File: config.mk
export PLATFORM = sky130hd
export DESIGN_NAME = counter_cmd_debouncer
export DESIGN_NICKNAME = d
export VERILOG_FILES = /design/src/rtl/counter_cmd_debouncer.sv
export SDC_FILE = /design/constraint.sdc
export NUM_CORES = 1
export LEC_CHECK = 0
export CAP_MARGIN = 20
export CELL_PAD_IN_SITES_DETAIL_PLACEMENT = 0
export CELL_PAD_IN_SITES_GLOBAL_PLACEMENT = 2
export CORE_UTILIZATION = 38
export CTS_CLUSTER_DIAMETER = 80
export DETAILED_ROUTE_END_ITERATION = 10
export PLACE_DENSITY_LB_ADDON = 0.08
export RECOVER_POWER = 50
export SYNTH_ARGS = -nofsm -noshare
export SYNTH_HDL_FRONTEND = slang
export SYNTH_SLANG_ARGS = --single-unit
File: constraint.sdc
create_clock -name clk -period 2.3 [get_ports clk]
set_input_delay 0.345 -clock clk [delete_from_list [all_inputs] [get_ports clk]]
set_output_delay 0.345 -clock clk [all_outputs]
set_load 0.03 [all_outputs]
File: src/rtl/counter_cmd_debouncer.sv
// Debounces the up/down pushbuttons and turns accepted presses into the counter's
// en/up pulses, plus a syn_clr pulse when both buttons are held together.

module counter_cmd_debouncer_chan #(
    parameter int DB_CYCLES = 2000000,
    parameter int TW        = 21
) (
    input  logic clk,
    input  logic reset,
    input  logic raw,
    output logic lvl,
    output logic rise
);
    typedef enum logic [1:0] {ZERO, WAIT1, ONE, WAIT0} state_t;

    localparam logic [TW-1:0] LAST = TW'(DB_CYCLES - 1);

    state_t        state_q, state_d;
    logic [TW-1:0] timer_q, timer_d;
    logic          s1_q, s1_d;
    logic          s2_q, s2_d;
    logic          rise_q, rise_d;
    logic          lvl_q, lvl_d;

    always_comb begin
        s1_d    = raw;
        s2_d    = s1_q;
        state_d = state_q;
        timer_d = timer_q;
        rise_d  = 1'b0;
        case (state_q)
            ZERO: begin
                if (s2_q) begin
                    state_d = WAIT1;
                    timer_d = '0;
                end
            end
            WAIT1: begin
                if (!s2_q) begin
                    state_d = ZERO;
                end else if (timer_q == LAST) begin
                    state_d = ONE;
                    rise_d  = 1'b1;
                end else begin
                    timer_d = timer_q + 1'b1;
                end
            end
            ONE: begin
                if (!s2_q) begin
                    state_d = WAIT0;
                    timer_d = '0;
                end
            end
            WAIT0: begin
                if (s2_q) begin
                    state_d = ONE;
                end else if (timer_q == LAST) begin
                    state_d = ZERO;
                end else begin
                    timer_d = timer_q + 1'b1;
                end
            end
            default: state_d = ZERO;
        endcase
        lvl_d = (state_d == ONE) || (state_d == WAIT0);
    end

    always_ff @(posedge clk) begin
        if (reset) begin
            state_q <= ZERO;
            timer_q <= '0;
            s1_q    <= 1'b0;
            s2_q    <= 1'b0;
            rise_q  <= 1'b0;
            lvl_q   <= 1'b0;
        end else begin
            state_q <= state_d;
            timer_q <= timer_d;
            s1_q    <= s1_d;
            s2_q    <= s2_d;
            rise_q  <= rise_d;
            lvl_q   <= lvl_d;
        end
    end

    assign lvl  = lvl_q;
    assign rise = rise_q;
endmodule

module counter_cmd_debouncer #(
    parameter int DB_CYCLES = 2000000,
    parameter int TW        = 21
) (
    input  logic clk,
    input  logic reset,
    input  logic btn_up,
    input  logic btn_dn,
    output logic en,
    output logic up,
    output logic syn_clr,
    output logic up_lvl,
    output logic dn_lvl
);
    logic up_rise, dn_rise;
    logic en_q, en_d;
    logic up_q, up_d;
    logic syn_clr_q, syn_clr_d;
    logic both_q, both_d;

    counter_cmd_debouncer_chan #(.DB_CYCLES(DB_CYCLES), .TW(TW)) u_up_chan (
        .clk   (clk),
        .reset (reset),
        .raw   (btn_up),
        .lvl   (up_lvl),
        .rise  (up_rise)
    );

    counter_cmd_debouncer_chan #(.DB_CYCLES(DB_CYCLES), .TW(TW)) u_dn_chan (
        .clk   (clk),
        .reset (reset),
        .raw   (btn_dn),
        .lvl   (dn_lvl),
        .rise  (dn_rise)
    );

    // A clear wins over a count; simultaneous ticks cancel and leave direction alone.
    always_comb begin
        both_d    = up_lvl & dn_lvl;
        syn_clr_d = both_d & ~both_q;
        en_d      = (up_rise ^ dn_rise) & ~syn_clr_d;
        up_d      = up_q;
        if (en_d) begin
            up_d = up_rise;
        end
    end

    always_ff @(posedge clk) begin
        if (reset) begin
            en_q      <= 1'b0;
            up_q      <= 1'b1;
            syn_clr_q <= 1'b0;
            both_q    <= 1'b0;
        end else begin
            en_q      <= en_d;
            up_q      <= up_d;
            syn_clr_q <= syn_clr_d;
            both_q    <= both_d;
        end
    end

    assign en      = en_q;
    assign up      = up_q;
    assign syn_clr = syn_clr_q;
endmodule
==> results of run 1 <==
layer usage:
| layer | GRT usage | wire [um] | share of wire |
|---|---|---|---|
| met1 | 0.2281 | 2969 | 0.51 |
| met2 | 0.2648 | 2630 | 0.45 |
| met3 | 0.04857 | 149 | 0.026 |
| met4 | 0.07727 | 84 | 0.014 |
| met5 | 0 | 0 | 0 |
worst max-delay path, cell delays in order (launching register included):
cell	delay, ns
dfxtp_1	0.35
ha_1	0.25
and4_1	0.23
nand3_1	0.12
o211ai_1	0.21
buf_4	0.25
or4_1	0.39
a21oi_1	0.15
stage by stage:
step | std cells | total power, mW | util
6_report | 429 | 1.881 | 0.4551
5_1_grt | 429 | 1.965 | 0.4551
4_1_cts | 429 | 1.919 | 0.4573
3_5_place_dp | 414 | 1.092 | 0.4326
3_3_place_gp | 414 | 1.093 | 0.4326
2_1_floorplan | 310 | 1.069 | -
power by group:
part	switching, mW	internal, mW	total (mW)
Combinational	0.0336	0.0191	0.0527
Clock	0.405	0.409	0.815
Sequential	0.00429	1.01	1.01
Total	0.443	1.44	1.88
kinds of logic (layout without fill, tap and decap cells):
| logic type | Yosys count | count (layout) | synth area share |
|---|---|---|---|
| mux | 1 | 1 | 0.003704 |
| flops | 58 | 58 | 0.4296 |
| simple gates | 148 | 148 | 0.3148 |
| fa+ha+maj | 2 | 2 | 0.009258 |
| compound gates | 55 | 55 | 0.1282 |
| xor+xnor | 25 | 25 | 0.08380 |
| buf+inv | 21 | 44 | 0.03055 |
layout by cell type (no fill, tap or decap), types with 3 or more instances in the layout:
cell and count:
a21oi_1 20, a31oi_1 6, and2_1 4, and3_1 4
and4_1 6, buf_4 11, clkbuf_8 10, clkinv_2 3
dfxtp_1 58, dlygate4sd3_1 6, inv_1 6, nand2_1 19
nand3_1 14, nand4_1 15, nand4b_1 3, nor2_1 37
nor2b_1 4, nor3_1 9, nor4b_1 4, o21ai_0 11
o21ai_1 3, o21bai_1 3, or3_1 11, xnor2_1 16
xor2_1 8
state kept, by name, indices dropped and copies added, names as in the netlist:
name               count
both_q                 1
en                     1
syn_clr                1
u_dn_chan.lvl          1
u_dn_chan.rise         1
u_dn_chan.s1_q         1
u_dn_chan.s2_q         1
u_dn_chan.state_q      2
u_dn_chan.timer_q     21
u_up_chan.lvl          1
u_up_chan.rise         1
u_up_chan.s1_q         1
u_up_chan.s2_q         1
u_up_chan.state_q      2
u_up_chan.timer_q     21
up                     1
final timing paths:
path	endpoint	cells after the start	slack (ns)
worst max-delay path	u_up_chan.timer_q[7]	7	0.27
worst min-delay path	syn_clr	1	0.45
worst max register to register	u_up_chan.timer_q[7]	7	0.27
worst min register to register	syn_clr	1	0.45
area by class of cell:
type | instances | area [um2]
multi-input combinational | 231 | 1454
inverter | 6 | 22.52
clock inverter | 5 | 31.28
timing repair buffer | 23 | 182.7
sequential | 58 | 1161
tap | 96 | 120.1
fill | 685 | 3722
clock buffer | 10 | 137.6
Yosys cell counts (2+ instances only):
library cell / instances / share of area
a2111oi_1: 2 / 0.0074
a21oi_1: 20 / 0.037
a311oi_1: 2 / 0.0065
a31oi_1: 6 / 0.014
and2_1: 4 / 0.0093
and3_1: 4 / 0.0093
and4_1: 6 / 0.019
buf_2: 3 / 0.0056
clkbuf_1: 12 / 0.017
dfxtp_1: 58 / 0.43
ha_1: 2 / 0.0093
inv_1: 6 / 0.0083
nand2_1: 19 / 0.026
nand3_1: 14 / 0.026
nand3_2: 2 / 0.0074
nand4_1: 15 / 0.035
nand4b_1: 3 / 0.0097
nor2_1: 37 / 0.051
nor2b_1: 4 / 0.0093
nor3_1: 9 / 0.017
nor4_1: 2 / 0.0046
nor4b_1: 4 / 0.013
nor4b_2: 2 / 0.011
o21ai_0: 11 / 0.020
o21ai_1: 3 / 0.0056
o21bai_1: 3 / 0.0083
or3_1: 11 / 0.025
or4_1: 2 / 0.0056
xnor2_1: 16 / 0.052
xor2_1: 8 / 0.026
==> impl_metrics.yaml, run 1 <==
die:
  die_w_um: 86.34
  start_util: 0.3956
  core_mm2: 0.006832
  io_pins: 9
  die_h_um: 86.34
  die_area_mm2: 0.007454
  rows: 30
global_routing:
  grt_overflow: 0
  grt_max_degree: 16
  grt_pass1_vias: 2059
  antenna_found_initial: 0
  grt.total_usage: 0.1734
  grt_pass1_wl_um: 9949
layout:
  drive_gt1_frac: 0.1201
  finalInstanceArea_mm2: 0.003109
  antenna_cells: 0
  area_delta_synth_final_pct: 15.05
  fin_nets: 335
place:
  portBuffers: 8
  dp_slack_ns: 0.2965
  dpl.hpwl_um: 4041
  globalplace.congestion: 0.7273
  postPlaceCellArea_mm2: 0.002955
timing:
  max_slew_margin: 0.5585
  setup_ws_ns: 0.2722
  fin_skew_ns: 0.006740
  drv_slew: 0
  period_share: 0.8817
  post-route-min-period_ns: 2.028
  max_freq_mhz: 493.1
  grt_setup_unrepaired: "no"
  finalHoldViolCount: 0
  finalSetupViolCount: 0
  whs_ns: 0.4464
  setup_tns_ns: 0
  worst_pin_slew_ns: 0.6623
synthesis:
  async_flop_share: 0
  syn_inst: 310
  ys_types: 50
  synth-seq-cells: 58
  ys_seq_area_frac: 0.4296
  synth.cell_area_mm2: 0.002703
  synthFlopType: "dfxtp_1"
  synth_fp_nets: 316
  synth_edf_count: 0
  avgSynthCellArea_um2: 8.718
  synth_warnings: 0
pwr:
  peakVddDrop_mv: 0.2905
  leakage_nw: 1.003
  cellPowerDensity_mw_per_mm2: 605.0
routing:
  vias_per_cell: 5.121
  drcViolationCount: 0
  drt-total-wl_um: 5833
  avgRoutedWirePerCell_um: 13.60
  dr.pass1.iters: 4
  ant_nets: 0
  drt_iter0_drc: 76
  vias: 2197
worst_setup_path:
  end_kind: "flip-flop"
  cp.arrival_ns: 2.28
  crit_path_start_kind: "flip-flop"
  cp-startpoint: "u_up_chan.timer_q[0]"
  timing.rr.start: "u_up_chan.timer_q[0]"
  crit_type: "flip-flop to flip-flop"
  worstPathRequired_ns: 2.56
  cp_max_fo: 9
cts:
  cts_tree: "done"
  clkSinkCount: 58
  clk_path_buf_depth: 2
  cts_buffers: 9
  hold_buffers: 0
  clk-insertion-delay-late_ns: 0.33
  cts_resized: 0
  cts_setup_buffers: 0
  cts.clk_slew.worst_paths_ns: 0.07
  htreeDepth: 3
  cts_root_buffer: "clkbuf_8"
flow_run:
  cap_viol_max_count: 0
status:
  status: "finished, final reports clean"
min_path:
  hold_class: "flip-flop to flip-flop"
  hp-start: "both_q"
Note: power is estimated with default switching activity, not from simulation.
==> run 2, diff against run 1 <==
--- a/config.mk
+++ b/config.mk
@@ -6,11 +6,10 @@
 export NUM_CORES = 1
 export LEC_CHECK = 0
 export CAP_MARGIN = 20
-export CELL_PAD_IN_SITES_DETAIL_PLACEMENT = 0
-export CELL_PAD_IN_SITES_GLOBAL_PLACEMENT = 2
-export CORE_UTILIZATION = 38
+export CORE_UTILIZATION = 60
 export CTS_CLUSTER_DIAMETER = 80
 export DETAILED_ROUTE_END_ITERATION = 10
+export MAX_ROUTING_LAYER = met4
 export PLACE_DENSITY_LB_ADDON = 0.08
 export RECOVER_POWER = 50
 export SYNTH_ARGS = -nofsm -noshare
==> run 2 against run 1 <==
  * Hold slack got worse by 0.0080 ns
  * Largest cell class unchanged
  * Power rose by 0.57%
  * Utilization is 24 points higher
  * Die area is 36% lower
  * Sequential share of layout area is 0.86 points higher
  * Sequential power hardly changed
  * Flip-flop and latch count is the same
==> impl_metrics.yaml, run 2 (synthesis gave the netlist of run 1 again) <==
status:
  status: "finished, final reports clean"
cts:
  clkSinkCount: 58
  clk-insertion-delay-late_ns: 0.34
  cts_tree: "done"
  cts_resized: 0
  clk_path_buf_depth: 2
  cts_buffers: 9
  cts.clk_slew.worst_paths_ns: 0.06
  cts_root_buffer: "clkbuf_8"
  htreeDepth: 3
  hold_buffers: 0
  cts_setup_buffers: 0
die:
  die_w_um: 69.12
  die_h_um: 69.12
  io_pins: 9
  core_mm2: 0.004354
  rows: 24
  die_area_mm2: 0.004777
  start_util: 0.6207
min_path:
  hold-path-cell-count: 1
  whs_endpoint: "u_dn_chan.s2_q"
  hp-start: "u_dn_chan.s1_q"
  hold_class: "flip-flop to flip-flop"
place:
  globalplace.congestion: 0.8571
  portBuffers: 8
  dp.cells: 367
  dp_slack_ns: 0.3113
  postPlaceCellArea_mm2: 0.002890
  dpl.hpwl_um: 3587
global_routing:
  grt_pass1_vias: 2156
  grt_max_degree: 36
  grt_pass1_wl_um: 9466
  grt_overflow: 0
  antenna_found_initial: 0
  grt.total_usage: 0.2582
timing:
  setup_ws_ns: 0.1763
  max_slew_margin: 0.6795
  grt_setup_unrepaired: "no"
  drv_slew: 0
  max_freq_mhz: 470.9
  period_share: 0.9234
  worst_pin_slew_ns: 0.4775
  whs_ns: 0.4384
  fin_skew_ns: 0.004871
  finalSetupViolCount: 0
  finalHoldViolCount: 0
  setup_tns_ns: 0
  post-route-min-period_ns: 2.124
layout:
  layout_commonest_cell: "dfxtp_1"
  multiInputGateArea_mm2: 0.001436
  reg_top3: "u_dn_chan.timer_q: 21 flops, u_up_chan.timer_q: 21 flops"
  final-seq-area_mm2: 0.001161
  antenna_cells: 0
  mostFrequentLayoutCells: "dfxtp_1 (58), nor2_1 (37), a21oi_1 (20)"
  fin_util: 0.6980
  drive_gt1_frac: 0.1061
  fillers: 354
  stdcell_count: 382
  fin_nets: 332
  area_delta_synth_final_pct: 12.45
  finalInstanceArea_mm2: 0.003039
worst_setup_path:
  crit_type: "flip-flop to flip-flop"
  worstPathRequired_ns: 2.52
  worstPathCellList: "or4b_1 -> or4_4 -> o21ai_1 -> or3_1 -> a21oi_1"
  r2r-end: "u_dn_chan.timer_q[7]"
  crit_path_max_incr_delay_ns: 0.57
  reg2reg_depth: 5
  timing.rr.start: "u_dn_chan.timer_q[7]"
  crit_slowest_cell: "or4b_1"
  cp.arrival_ns: 2.35
  crit_path_start_kind: "flip-flop"
  cp_max_fo: 6
  r2r_slack_ns: 0.18
  end_kind: "flip-flop"
routing:
  avgRoutedWirePerCell_um: 14.35
  vias: 2275
  vias_per_cell: 5.955
  ant_nets: 0
  drt_iter0_drc: 104
  drt-total-wl_um: 5483
  drcViolationCount: 0
  dr.pass1.iters: 4
pwr:
  power.total_mw: 1.892
  peakVddDrop_mv: 0.4423
  cellPowerDensity_mw_per_mm2: 622.5
  leakage_nw: 1.004
flow_run:
  cap_viol_max_count: 0
==> run 2: area by class of cell <==
| cell class | instances | share of cell area |
|---|---|---|
| multi-input combinational | 231 | 0.4726 |
| clock inverter | 2 | 0.004117 |
| inverter | 6 | 0.007410 |
| clock buffer | 13 | 0.05228 |
| tap | 52 | 0.02141 |
| timing repair buffer | 20 | 0.06011 |
| sequential | 58 | 0.3820 |
==> run 2: worst max-delay path: cells and delay by family, from the launching register on <==
| family | cells | cell delay, ns |
|---|---|---|
| compound gates | 2 | 0.38 |
| flops | 1 | 0.35 |
| simple gates | 3 | 1.28 |
==> run 2: routing by layer <==
layer	wire [um]	global-route usage	vias to the layer above
met5	0	-	-
met4	133	0.1723	0
met3	203	0.06140	14
met2	2623	0.3991	47
met1	2522	0.2970	1063
li1	-	-	1151
==> run 2: worst max path at each step <==
stage	from	to	slack, ns	cells after the start
2_1_floorplan	u_dn_chan.timer_q[11]	u_dn_chan.timer_q[0]	0.38	5
6_report	u_dn_chan.timer_q[7]	u_dn_chan.timer_q[7]	0.18	5
3_3_place_gp	u_dn_chan.timer_q[7]	u_dn_chan.timer_q[0]	0.34	5
5_1_grt	u_dn_chan.timer_q[7]	u_dn_chan.timer_q[0]	0.06	5
4_1_cts	u_dn_chan.timer_q[7]	u_dn_chan.timer_q[0]	0.29	5
3_5_place_dp	u_dn_chan.timer_q[7]	u_dn_chan.timer_q[0]	0.31	5
==> run 2: report_power, final <==
part,switching [mW],total [mW],internal [mW],leakage (nW)
Sequential,0.00416,1.01,1.01,0.468
Clock,0.379,0.822,0.442,0.0855
Combinational,0.0331,0.0561,0.0230,0.450
Total,0.417,1.89,1.48,1.00
